[config.mk]
export PLATFORM = sky130hd
export DESIGN_NAME = pdu_dma_reader
export DESIGN_NICKNAME = d
export VERILOG_FILES = /design/src/rtl/pdu_dma_reader.sv
export SDC_FILE = /design/constraint.sdc
export NUM_CORES = 2
export LEC_CHECK = 0
export BUFFER_PORTS_ARGS = -buffer_cell sky130_fd_sc_hd__buf_2
export CAP_MARGIN = 20
export CELL_PAD_IN_SITES_DETAIL_PLACEMENT = 0
export CELL_PAD_IN_SITES_GLOBAL_PLACEMENT = 1
export CORE_MARGIN = 8
export CORE_UTILIZATION = 30
export CTS_CLUSTER_SIZE = 14
export DETAILED_ROUTE_END_ITERATION = 8
export GPL_TIMING_DRIVEN = 0
export PLACE_DENSITY_LB_ADDON = 0.1
export REMOVE_ABC_BUFFERS = 1
export SLEW_MARGIN = 20
export SYNTH_ARGS = -nofsm -noshare
export SYNTH_HDL_FRONTEND = slang
export SYNTH_SLANG_ARGS = --single-unit
[constraint.sdc]
create_clock -name clk -period 32 [get_ports clk]
set_input_delay 3.2 -clock clk [delete_from_list [all_inputs] [get_ports clk]]
set_output_delay 3.2 -clock clk [all_outputs]
set_load 0.005 [all_outputs]
[src/rtl/pdu_dma_reader.sv]
// pdu_dma_reader: single-descriptor DMA reader for the PDU ring buffer fetch port.
// Optional statistics counters are built when PDU_DMA_READER_STATS_EN is defined.
module pdu_dma_reader #(
  parameter int PDU_DEPTH     = 512,
  parameter int PDU_AWIDTH    = $clog2(PDU_DEPTH),
  parameter int THRESHOLD     = 64,
  parameter int APP_IDX_WIDTH = 8,
  parameter int RD_LATENCY    = 2,
  parameter int FIFO_DEPTH    = 4
) (
  input  logic                     clk,
  input  logic                     rst,
  input  logic                     dma_start,
  input  logic [PDU_AWIDTH-1:0]    dma_size,
  input  logic [PDU_AWIDTH-1:0]    dma_base_addr,
  input  logic [APP_IDX_WIDTH-1:0] dma_queue,
  output logic                     dma_done,
  output logic [PDU_AWIDTH-1:0]    rd_addr,
  output logic                     rd_en,
  input  logic                     rd_valid,
  input  logic [511:0]             rd_data,
  output logic [511:0]             out_data,
  output logic                     out_valid,
  input  logic                     out_ready,
  output logic                     out_sop,
  output logic                     out_eop,
  output logic [APP_IDX_WIDTH-1:0] out_queue,
  output logic                     busy,
  output logic [31:0]              stat_flits,
  output logic [31:0]              stat_xfers
);
  localparam logic [1:0] S_IDLE  = 2'd0;
  localparam logic [1:0] S_FETCH = 2'd1;
  localparam logic [1:0] S_DRAIN = 2'd2;
  localparam logic [1:0] S_DONE  = 2'd3;
  localparam int CW = $clog2(FIFO_DEPTH + 1);
  localparam int PW = (FIFO_DEPTH > 1) ? $clog2(FIFO_DEPTH) : 1;
  localparam int FW = $clog2(RD_LATENCY + 1);
  localparam logic [PDU_AWIDTH:0] MAX_SLOT = (PDU_AWIDTH+1)'(PDU_DEPTH - THRESHOLD);
  localparam logic [CW:0] CREDITS = (CW+1)'(FIFO_DEPTH);

  logic [1:0]               state_q, state_d;
  logic [PDU_AWIDTH-1:0]    ptr_q, ptr_d;
  logic [PDU_AWIDTH:0]      size_q, size_d, issued_q, issued_d, emitted_q, emitted_d;
  logic [PDU_AWIDTH:0]      ptr_inc;
  logic [APP_IDX_WIDTH-1:0] queue_q, queue_d;
  logic [CW-1:0]            in_flight_q, in_flight_d, cnt_q, cnt_d;
  logic [PW-1:0]            wr_ptr_q, wr_ptr_d, rd_ptr_q, rd_ptr_d;
  logic [FW-1:0]            flush_q, flush_d;
  logic                     out_valid_q, out_valid_d, out_sop_q, out_sop_d, out_eop_q, out_eop_d;
  logic [511:0]             out_data_q, out_data_d;
  logic [511:0]             fifo_mem [FIFO_DEPTH];
  logic wr_in, accept, fifo_empty, load, pop, push, push_ok, credits_ok, rd_en_c;

  // Handshake, FIFO and credit qualifiers
  always_comb begin
    wr_in      = rd_valid && (flush_q == '0);
    accept     = out_valid_q && out_ready;
    fifo_empty = (cnt_q == '0);
    load       = (!out_valid_q || out_ready) && (!fifo_empty || wr_in);
    pop        = load && !fifo_empty;
    push       = wr_in && !(load && fifo_empty);
    push_ok    = push && ((cnt_q != CW'(FIFO_DEPTH)) || pop);
    credits_ok = ({1'b0, in_flight_q} + {1'b0, cnt_q}) < CREDITS;
    rd_en_c    = (state_q == S_FETCH) && (issued_q < size_q) && credits_ok;
    ptr_inc    = {1'b0, ptr_q} + 1'b1;
  end

  always_comb begin
    state_d     = state_q;
    ptr_d       = ptr_q;
    size_d      = size_q;
    issued_d    = issued_q;
    emitted_d   = emitted_q;
    queue_d     = queue_q;
    out_valid_d = out_valid_q;
    out_sop_d   = out_sop_q;
    out_eop_d   = out_eop_q;
    out_data_d  = out_data_q;
    flush_d     = (flush_q != '0) ? flush_q - 1'b1 : flush_q;
    wr_ptr_d    = wr_ptr_q;
    rd_ptr_d    = rd_ptr_q;
    cnt_d       = cnt_q;
    in_flight_d = in_flight_q;

    // Output stage loads from the FIFO head, or straight from the fetch port when empty
    if (load) begin
      out_valid_d = 1'b1;
      out_data_d  = fifo_empty ? rd_data : fifo_mem[rd_ptr_q];
      out_sop_d   = (emitted_q == '0);
      out_eop_d   = (emitted_q == size_q - 1'b1);
      emitted_d   = emitted_q + 1'b1;
    end else if (accept) begin
      out_valid_d = 1'b0;
    end

    if (push_ok) wr_ptr_d = (wr_ptr_q == PW'(FIFO_DEPTH - 1)) ? '0 : wr_ptr_q + 1'b1;
    if (pop)     rd_ptr_d = (rd_ptr_q == PW'(FIFO_DEPTH - 1)) ? '0 : rd_ptr_q + 1'b1;
    if (push_ok && !pop)      cnt_d = cnt_q + 1'b1;
    else if (pop && !push_ok) cnt_d = cnt_q - 1'b1;

    if (rd_en_c && !(wr_in && in_flight_q != '0))      in_flight_d = in_flight_q + 1'b1;
    else if (!rd_en_c && wr_in && in_flight_q != '0)   in_flight_d = in_flight_q - 1'b1;

    case (state_q)
      S_IDLE: if (dma_start) begin
        ptr_d     = dma_base_addr;
        size_d    = {1'b0, dma_size};
        queue_d   = dma_queue;
        issued_d  = '0;
        emitted_d = '0;
        state_d   = (dma_size == '0) ? S_DONE : S_FETCH;
      end
      S_FETCH: if (rd_en_c) begin
        ptr_d    = (ptr_inc >= MAX_SLOT) ? '0 : ptr_inc[PDU_AWIDTH-1:0];
        issued_d = issued_q + 1'b1;
        if (issued_q + 1'b1 == size_q) state_d = S_DRAIN;
      end
      S_DRAIN: if (accept && out_eop_q) state_d = S_DONE;
      default: state_d = S_IDLE;
    endcase
  end

  always_ff @(posedge clk) begin
    if (rst) begin
      state_q     <= S_IDLE;
      ptr_q       <= '0;
      size_q      <= '0;
      issued_q    <= '0;
      emitted_q   <= '0;
      queue_q     <= '0;
      in_flight_q <= '0;
      cnt_q       <= '0;
      wr_ptr_q    <= '0;
      rd_ptr_q    <= '0;
      flush_q     <= FW'(RD_LATENCY);
      out_valid_q <= 1'b0;
      out_sop_q   <= 1'b0;
      out_eop_q   <= 1'b0;
    end else begin
      state_q     <= state_d;
      ptr_q       <= ptr_d;
      size_q      <= size_d;
      issued_q    <= issued_d;
      emitted_q   <= emitted_d;
      queue_q     <= queue_d;
      in_flight_q <= in_flight_d;
      cnt_q       <= cnt_d;
      wr_ptr_q    <= wr_ptr_d;
      rd_ptr_q    <= rd_ptr_d;
      flush_q     <= flush_d;
      out_valid_q <= out_valid_d;
      out_sop_q   <= out_sop_d;
      out_eop_q   <= out_eop_d;
    end
    out_data_q <= out_data_d;
    if (push_ok) fifo_mem[wr_ptr_q] <= rd_data;
  end

  always_ff @(posedge clk) begin
    if (!rst) begin
      assert (!(push && !push_ok)) else $error("rd_valid with skid FIFO full: flit dropped");
      assert (!(dma_start && state_q != S_IDLE)) else $error("dma_start while busy ignored");
    end
  end

`ifdef PDU_DMA_READER_STATS_EN
  logic [31:0] stat_flits_q, stat_flits_d, stat_xfers_q, stat_xfers_d;
  always_comb begin
    stat_flits_d = stat_flits_q + (accept ? 32'd1 : 32'd0);
    stat_xfers_d = stat_xfers_q + ((state_q == S_DONE) ? 32'd1 : 32'd0);
  end
  always_ff @(posedge clk) begin
    if (rst) begin
      stat_flits_q <= '0;
      stat_xfers_q <= '0;
    end else begin
      stat_flits_q <= stat_flits_d;
      stat_xfers_q <= stat_xfers_d;
    end
  end
  assign stat_flits = stat_flits_q;
  assign stat_xfers = stat_xfers_q;
`else
  assign stat_flits = '0;
  assign stat_xfers = '0;
`endif

  assign dma_done  = (state_q == S_DONE);
  assign rd_addr   = ptr_q;
  assign rd_en     = rd_en_c;
  assign busy      = (state_q != S_IDLE);
  assign out_valid = out_valid_q;
  assign out_data  = out_data_q;
  assign out_sop   = out_sop_q;
  assign out_eop   = out_eop_q;
  assign out_queue = queue_q;
endmodule

---- After elaboration in Yosys (flattened, before gate mapping) ----
Memories as Yosys holds them, arrays and structs flattened. A register that Yosys moved wholly into a read port is not among the register bits.
Cells that the tools add are included.
word-level totals
  flip-flop bits (word level) ............. 575
  bits in writable memories ............... 2,048
  output and inout port bits .............. 599
  logic and storage cells ................. 113
  memories kept ........................... 1
operators by class
  add/subtract/negate cells ............... 12
  $lt $le $gt $ge ......................... 3
  equality and inequality tests ........... 12
  muxes and demuxes ....................... 29
  reduce and logical (&&, ||, !) cells .... 41
memory list
  memory    words  bits a word  read ports  clocked after Yosys merged registers in  write ports  RTL line  text
  fifo_mem  4      512          1           1                                        1            52        logic [511:0] fifo_mem [FIFO_DEPTH];
operators by type and width
  kind                                                                                  count
  512-bit two-way mux                                                                   1
  10-bit two-way mux                                                                    5
  9-bit two-way mux                                                                     3
  10-bit by 1-bit adder with 10-bit output, second input constant                       2
  10-bit case mux with 2 select lines                                                   1
  2-bit two-way mux                                                                     9
  9-bit case mux with 2 select lines                                                    1
  1-bit logical AND                                                                     16
  3-bit two-way mux                                                                     4
  2-bit nonzero test                                                                    6
  9-bit by 1-bit adder with 10-bit output, second input constant                        1
  10-bit == test                                                                        1
  10-bit by 9-bit == test with 1-bit output                                             1
  10-bit by 9-bit greater-or-equal comparator with 1-bit output, second input constant  1
  10-bit logical NOT                                                                    1
  10-bit by 9-bit less-than comparator with 1-bit output                                1
  9-bit by 1-bit subtractor with 10-bit output, second input constant                   1
  9-bit logical NOT                                                                     1
  2-bit == test, second input constant                                                  4
  1-bit logical NOT                                                                     7
  3-bit by 1-bit adder with 3-bit output, second input constant                         2
  2-bit inequality test, second input constant                                          3
  2-bit case mux with 3 select lines                                                    1
  3-bit by 1-bit subtractor with 3-bit output, second input constant                    2
  other kinds (15)                                                                      22

---- Logic depth before layout (Yosys ltp) ----
  depth after elaboration ................. 12
  mapped depth ............................ 11
  depth with buffers taken out ............ 10

---- Least setup slack after synthesis ----
No wires, ideal clock.
  path type ............................... input to register
  start point ............................. input rd_valid
  end point ............................... register emitted_q[4]
  library setup time ...................... 69 ps
  arrival ................................. 19,010 ps
  path slack .............................. 12,921 ps
  stages .................................. 6
  buffers on the path ..................... 1
  path through ............................ nand2_1 -> a21oi_1 -> clkbuf_1 -> nand4_1 -> xor2_1 -> nor2_1
between the ends
  word-level cells in the longest chain between the ends .. 6
ends and longest elaborated chain
  item                    RTL line  text
  start, declared         20        input logic rd_valid,
  1-bit logical AND (*)   57        wr_in = rd_valid && (flush_q == '0);
  1-bit logical OR (*)    60        load = (!out_valid_q || out_ready) && (!fifo_empty || wr_in);
  1-bit logical AND (*)   60
  via load                53        logic wr_in, accept, fifo_empty, load, pop, push, push_ok, credits_ok, rd_en_c;
  10-bit two-way mux (*)  87        if (load) begin
  10-bit two-way mux      106       S_IDLE: if (dma_start) begin
  10-bit two-way mux (*)  105       case (state_q)
  end signal, assigned    145       emitted_q <= emitted_d;
  end, declared           44        logic [PDU_AWIDTH:0] size_q, size_d, issued_q, issued_d, emitted_q, emitted_d;
Mark *: on every way through the listed nets, which the timed path passes. The rest lies on a longest branch.
A chain may end at the register's enable or synchronous reset.

---- Worst setup path after layout ----
  start point ............................. register state_q[1]
  end point ............................... output rd_en
between the ends
  word-level cells in the longest chain between the ends .. 3
ends and longest elaborated chain
  item                                      RTL line  text
  start, declared                           42        logic [1:0] state_q, state_d;
  start signal, assigned                    141       state_q <= state_d;
  2-bit by 1-bit == test with 1-bit output  65        rd_en_c = (state_q == S_FETCH) && (issued_q < size_q) && credits_ok;
  1-bit logical AND (2 in a row)            65
  end, declared                             19        output logic rd_en,
Every way passes these cells.

==> results.toml <==
[floorplanning]
core_um2 = 332400
row_count = 212
start_util_pct = 30.05
dieWidth_um = 593.0
dieArea_um2 = 351600
io_pins = 1142
die_h_um = 593.0

[clock_tree]
clock_sinks = 2625
cts_setup_buffers = 0
numCtsBuffers = 307
cts_max_level = 5
cts_hold_buffers = 0
clk_latency_ns = 0.90
cts_tree = "yes"
clk_pin_slew_worst_paths_ns = 0.06
cts_resized = 0
root_buffer = "clkbuf_16"
clk_path_buf_depth = 4

[sta]
post-route-period-util_pct = 20.57
maxSlewHeadroom_pct = 40.33
finalSetupViolCount = 0
slew_violations = 0
timing.fmax_mhz = 152.0
rsz0062_at_grt = "false"
hold_viol = 0
tns_ns = 0
skew_ns = 0.05901
period_minus_slack_ns = 6.581
max_slew.worst_pin.slew_ns = 0.8911

[synth]
yosysSeqAreaShare_pct = 78.28
synthFlopType = "edfxtp_1"
yosys_register_bits = 2625
synth_edf_count = 2560
syn_inst = 5433
ys_async_sr_fraction_pct = 0
syn-cell-area_um2 = 99870
synthDistinctLibCells = 83
ys.warnings.count = 0
synth_area_per_cell_um2 = 18.38

[min_path]
min_path_type = "flop to flop"
worstHoldStart = "out_queue[5]"
whs_endpoint = "out_queue[5]"
hold_depth = 2

[detailed_routing]
vias = 53170
wl_mm = 297.7
wl_per_cell_um = 25.91
ant_nets = 0
drt-initial-drc-count = 3416
drc = 0
drtPass1Iterations = 8
vias_per_cell = 4.627

[setup_path]
ff2ff_setup_slack_ns = 27.64
crit_fanout = 14
slowest_delay_ns = 0.61
r2r_end = "fifo_mem[1][397]"
start_kind = "flop"
cp_data_arrival_time_ns = 3.38
crit_required_ns = 28.80
reg2reg_depth = 11
cp-end-kind = "output pin"
worstReg2RegStart = "out_valid"
slowest_stage = "ha_1"
worstPathCellList = "inv_1 > ha_1 > or2b_2 > a311oi_2 > o31ai_2 > nor2_2 > buf_2"
crit_type = "flop to output pin"

[pwr]
switching_share_pct = 30.95
p_leak_uw = 0.04350
seqPwrFrac_pct = 41.4
power_uw = 11210
switching_power_uw = 3469
p_int_uw = 7742
p_per_area_nw_per_um2 = 90.55
power_frac_clock_pct = 30.0
irDropWorstVdd_mv = 0.04619
power_frac_comb_pct = 28.6

[global_routing]
busiest_layer = "met2"
met3_usage_pct = 6.582
grt_max_degree = 60
met1_usage_pct = 20.11
first_global_vias = 54910
grt_util_met2_pct = 26.55
antenna_found_initial = 233
grt_pass1_wl_mm = 420.1
grtUsageTotal_pct = 16.37
grt.overflow.total = 0

[finish]
drive_gt1_share_pct = 32.20
finish.utilization_pct = 37.25
design_area_um2 = 123800
mostFrequentLayoutCells = "edfxtp_1, nand2_1, buf_2"
syn_to_final_growth_pct = 23.98
layout_commonest_cell = "edfxtp_1"
nNetsFinal = 7369

[placed_design]
postPlaceCellArea_um2 = 114100
hpwl_mm = 203.8
gp_congestion = 0.7302
port_buffers = 1077

[flow_run]
cap_violations = 0

[outcome]
status = "complete, no violations"
==> metal layers <==
layer  up-vias  share of wire, %
met4       124               3.2
met1     27230                39
met5         -              0.27
li1      23570                 -
met2      1593                47
met3       663               9.8
==> worst max path at each step <==
stage	depth (start not counted)	slack [ns]	to	from
floorplan	6	-124.90	emitted_q[5]	cnt_q[1]
global placement	6	-721.66	emitted_q[5]	cnt_q[1]
detailed placement	12	24.61	fifo_mem[1][37]	out_ready
CTS	7	25.26	rd_en	state_q[1]
global route	7	25.14	rd_en	state_q[1]
finish	7	25.42	rd_en	state_q[1]
==> metrics by stage <==
step           hold slack, ns  std cells  setup slack, ns
4_1_cts                0.4545      11420            25.26
2_1_floorplan          0.4467       5174          -124.90
3_3_place_gp           0.4393      10640          -721.66
3_5_place_dp           0.4467      10870            24.61
6_report               0.4515      11490            25.42
5_1_grt                0.4758      11440            25.14
==> logic make-up after synthesis <==
logic type | synth area share, %
flip-flops | 78.28
AND/OR/NAND/NOR | 6.806
multiplexers | 11.65
buffers and inverters | 1.705
AO/OA/AOI/OAI | 0.8545
XOR/XNOR | 0.3069
adder cells (fa/ha/maj) | 0.3909
other | 0.003755
==> Yosys cell counts, types with 6 or more instances <==
library cell / instances / area, µm²
edfxtp_1: 2560 / 76870
nand2_1: 1599 / 6002
mux4_2: 512 / 11530
clkbuf_1: 161 / 604.3
dfxtp_1: 65 / 1301
buf_4: 64 / 480.5
buf_2: 51 / 255.2
a21oi_1: 50 / 250.2
buf_1: 39 / 146.4
nor2_1: 39 / 146.4
ha_1: 28 / 350.3
inv_1: 27 / 101.4
nor3_1: 27 / 135.1
nand3_1: 22 / 110.1
xnor2_1: 18 / 157.7
xor2_1: 17 / 148.9
o21ai_1: 11 / 55.05
o21ai_0: 9 / 45.04
and2_1: 8 / 50.05
mux2i_1: 7 / 70.07
nor2b_1: 6 / 37.54
nor4_1: 6 / 37.54
==> power groups by stage <==
stage / Combinational, µW / Sequential (µW) / Clock (µW)
3_5_place_dp: 3340 / 4710 / 0
3_3_place_gp: 5280 / 5640 / 0
6_report: 3210 / 4640 / 3360
2_1_floorplan: 2540 / 5320 / 0
5_1_grt: 3530 / 4680 / 3600
4_1_cts: 3350 / 4650 / 3490
==> worst max-delay path: cells and delay by family (launching register included) <==
family,cells,cell delay [ns]
AO/OA/AOI/OAI,2,0.59
adder cells (fa/ha/maj),1,0.61
buffers and inverters,2,0.32
flip-flops,1,0.33
AND/OR/NAND/NOR,2,0.67
==> sequential cells by signal, indices dropped and copies added, names as in the netlist, named ones only <==
name	flops
fifo_mem	2048
out_data	512
emitted_q	10
issued_q	10
rd_addr	9
size_q	9
out_queue	8
cnt_q	3
in_flight_q	3
flush_q	2
rd_ptr_q	2
state_q	2
wr_ptr_q	2
out_eop	1
out_sop	1
out_valid	1
==> cell type report <==
| class | count | area, µm² |
|---|---|---|
| Inverter | 29 | 111.4 |
| Antenna cell | 74 | 185.2 |
| Sequential cell | 2625 | 78180 |
| Fill cell | 31150 | 208500 |
| Clock buffer | 393 | 8194 |
| Multi-Input combinational cell | 2520 | 20260 |
| Timing Repair Buffer | 1313 | 10070 |
| Clock inverter | 151 | 1315 |
| Tap cell | 4387 | 5489 |
No activity file was read; power rests on OpenSTA's default activity.
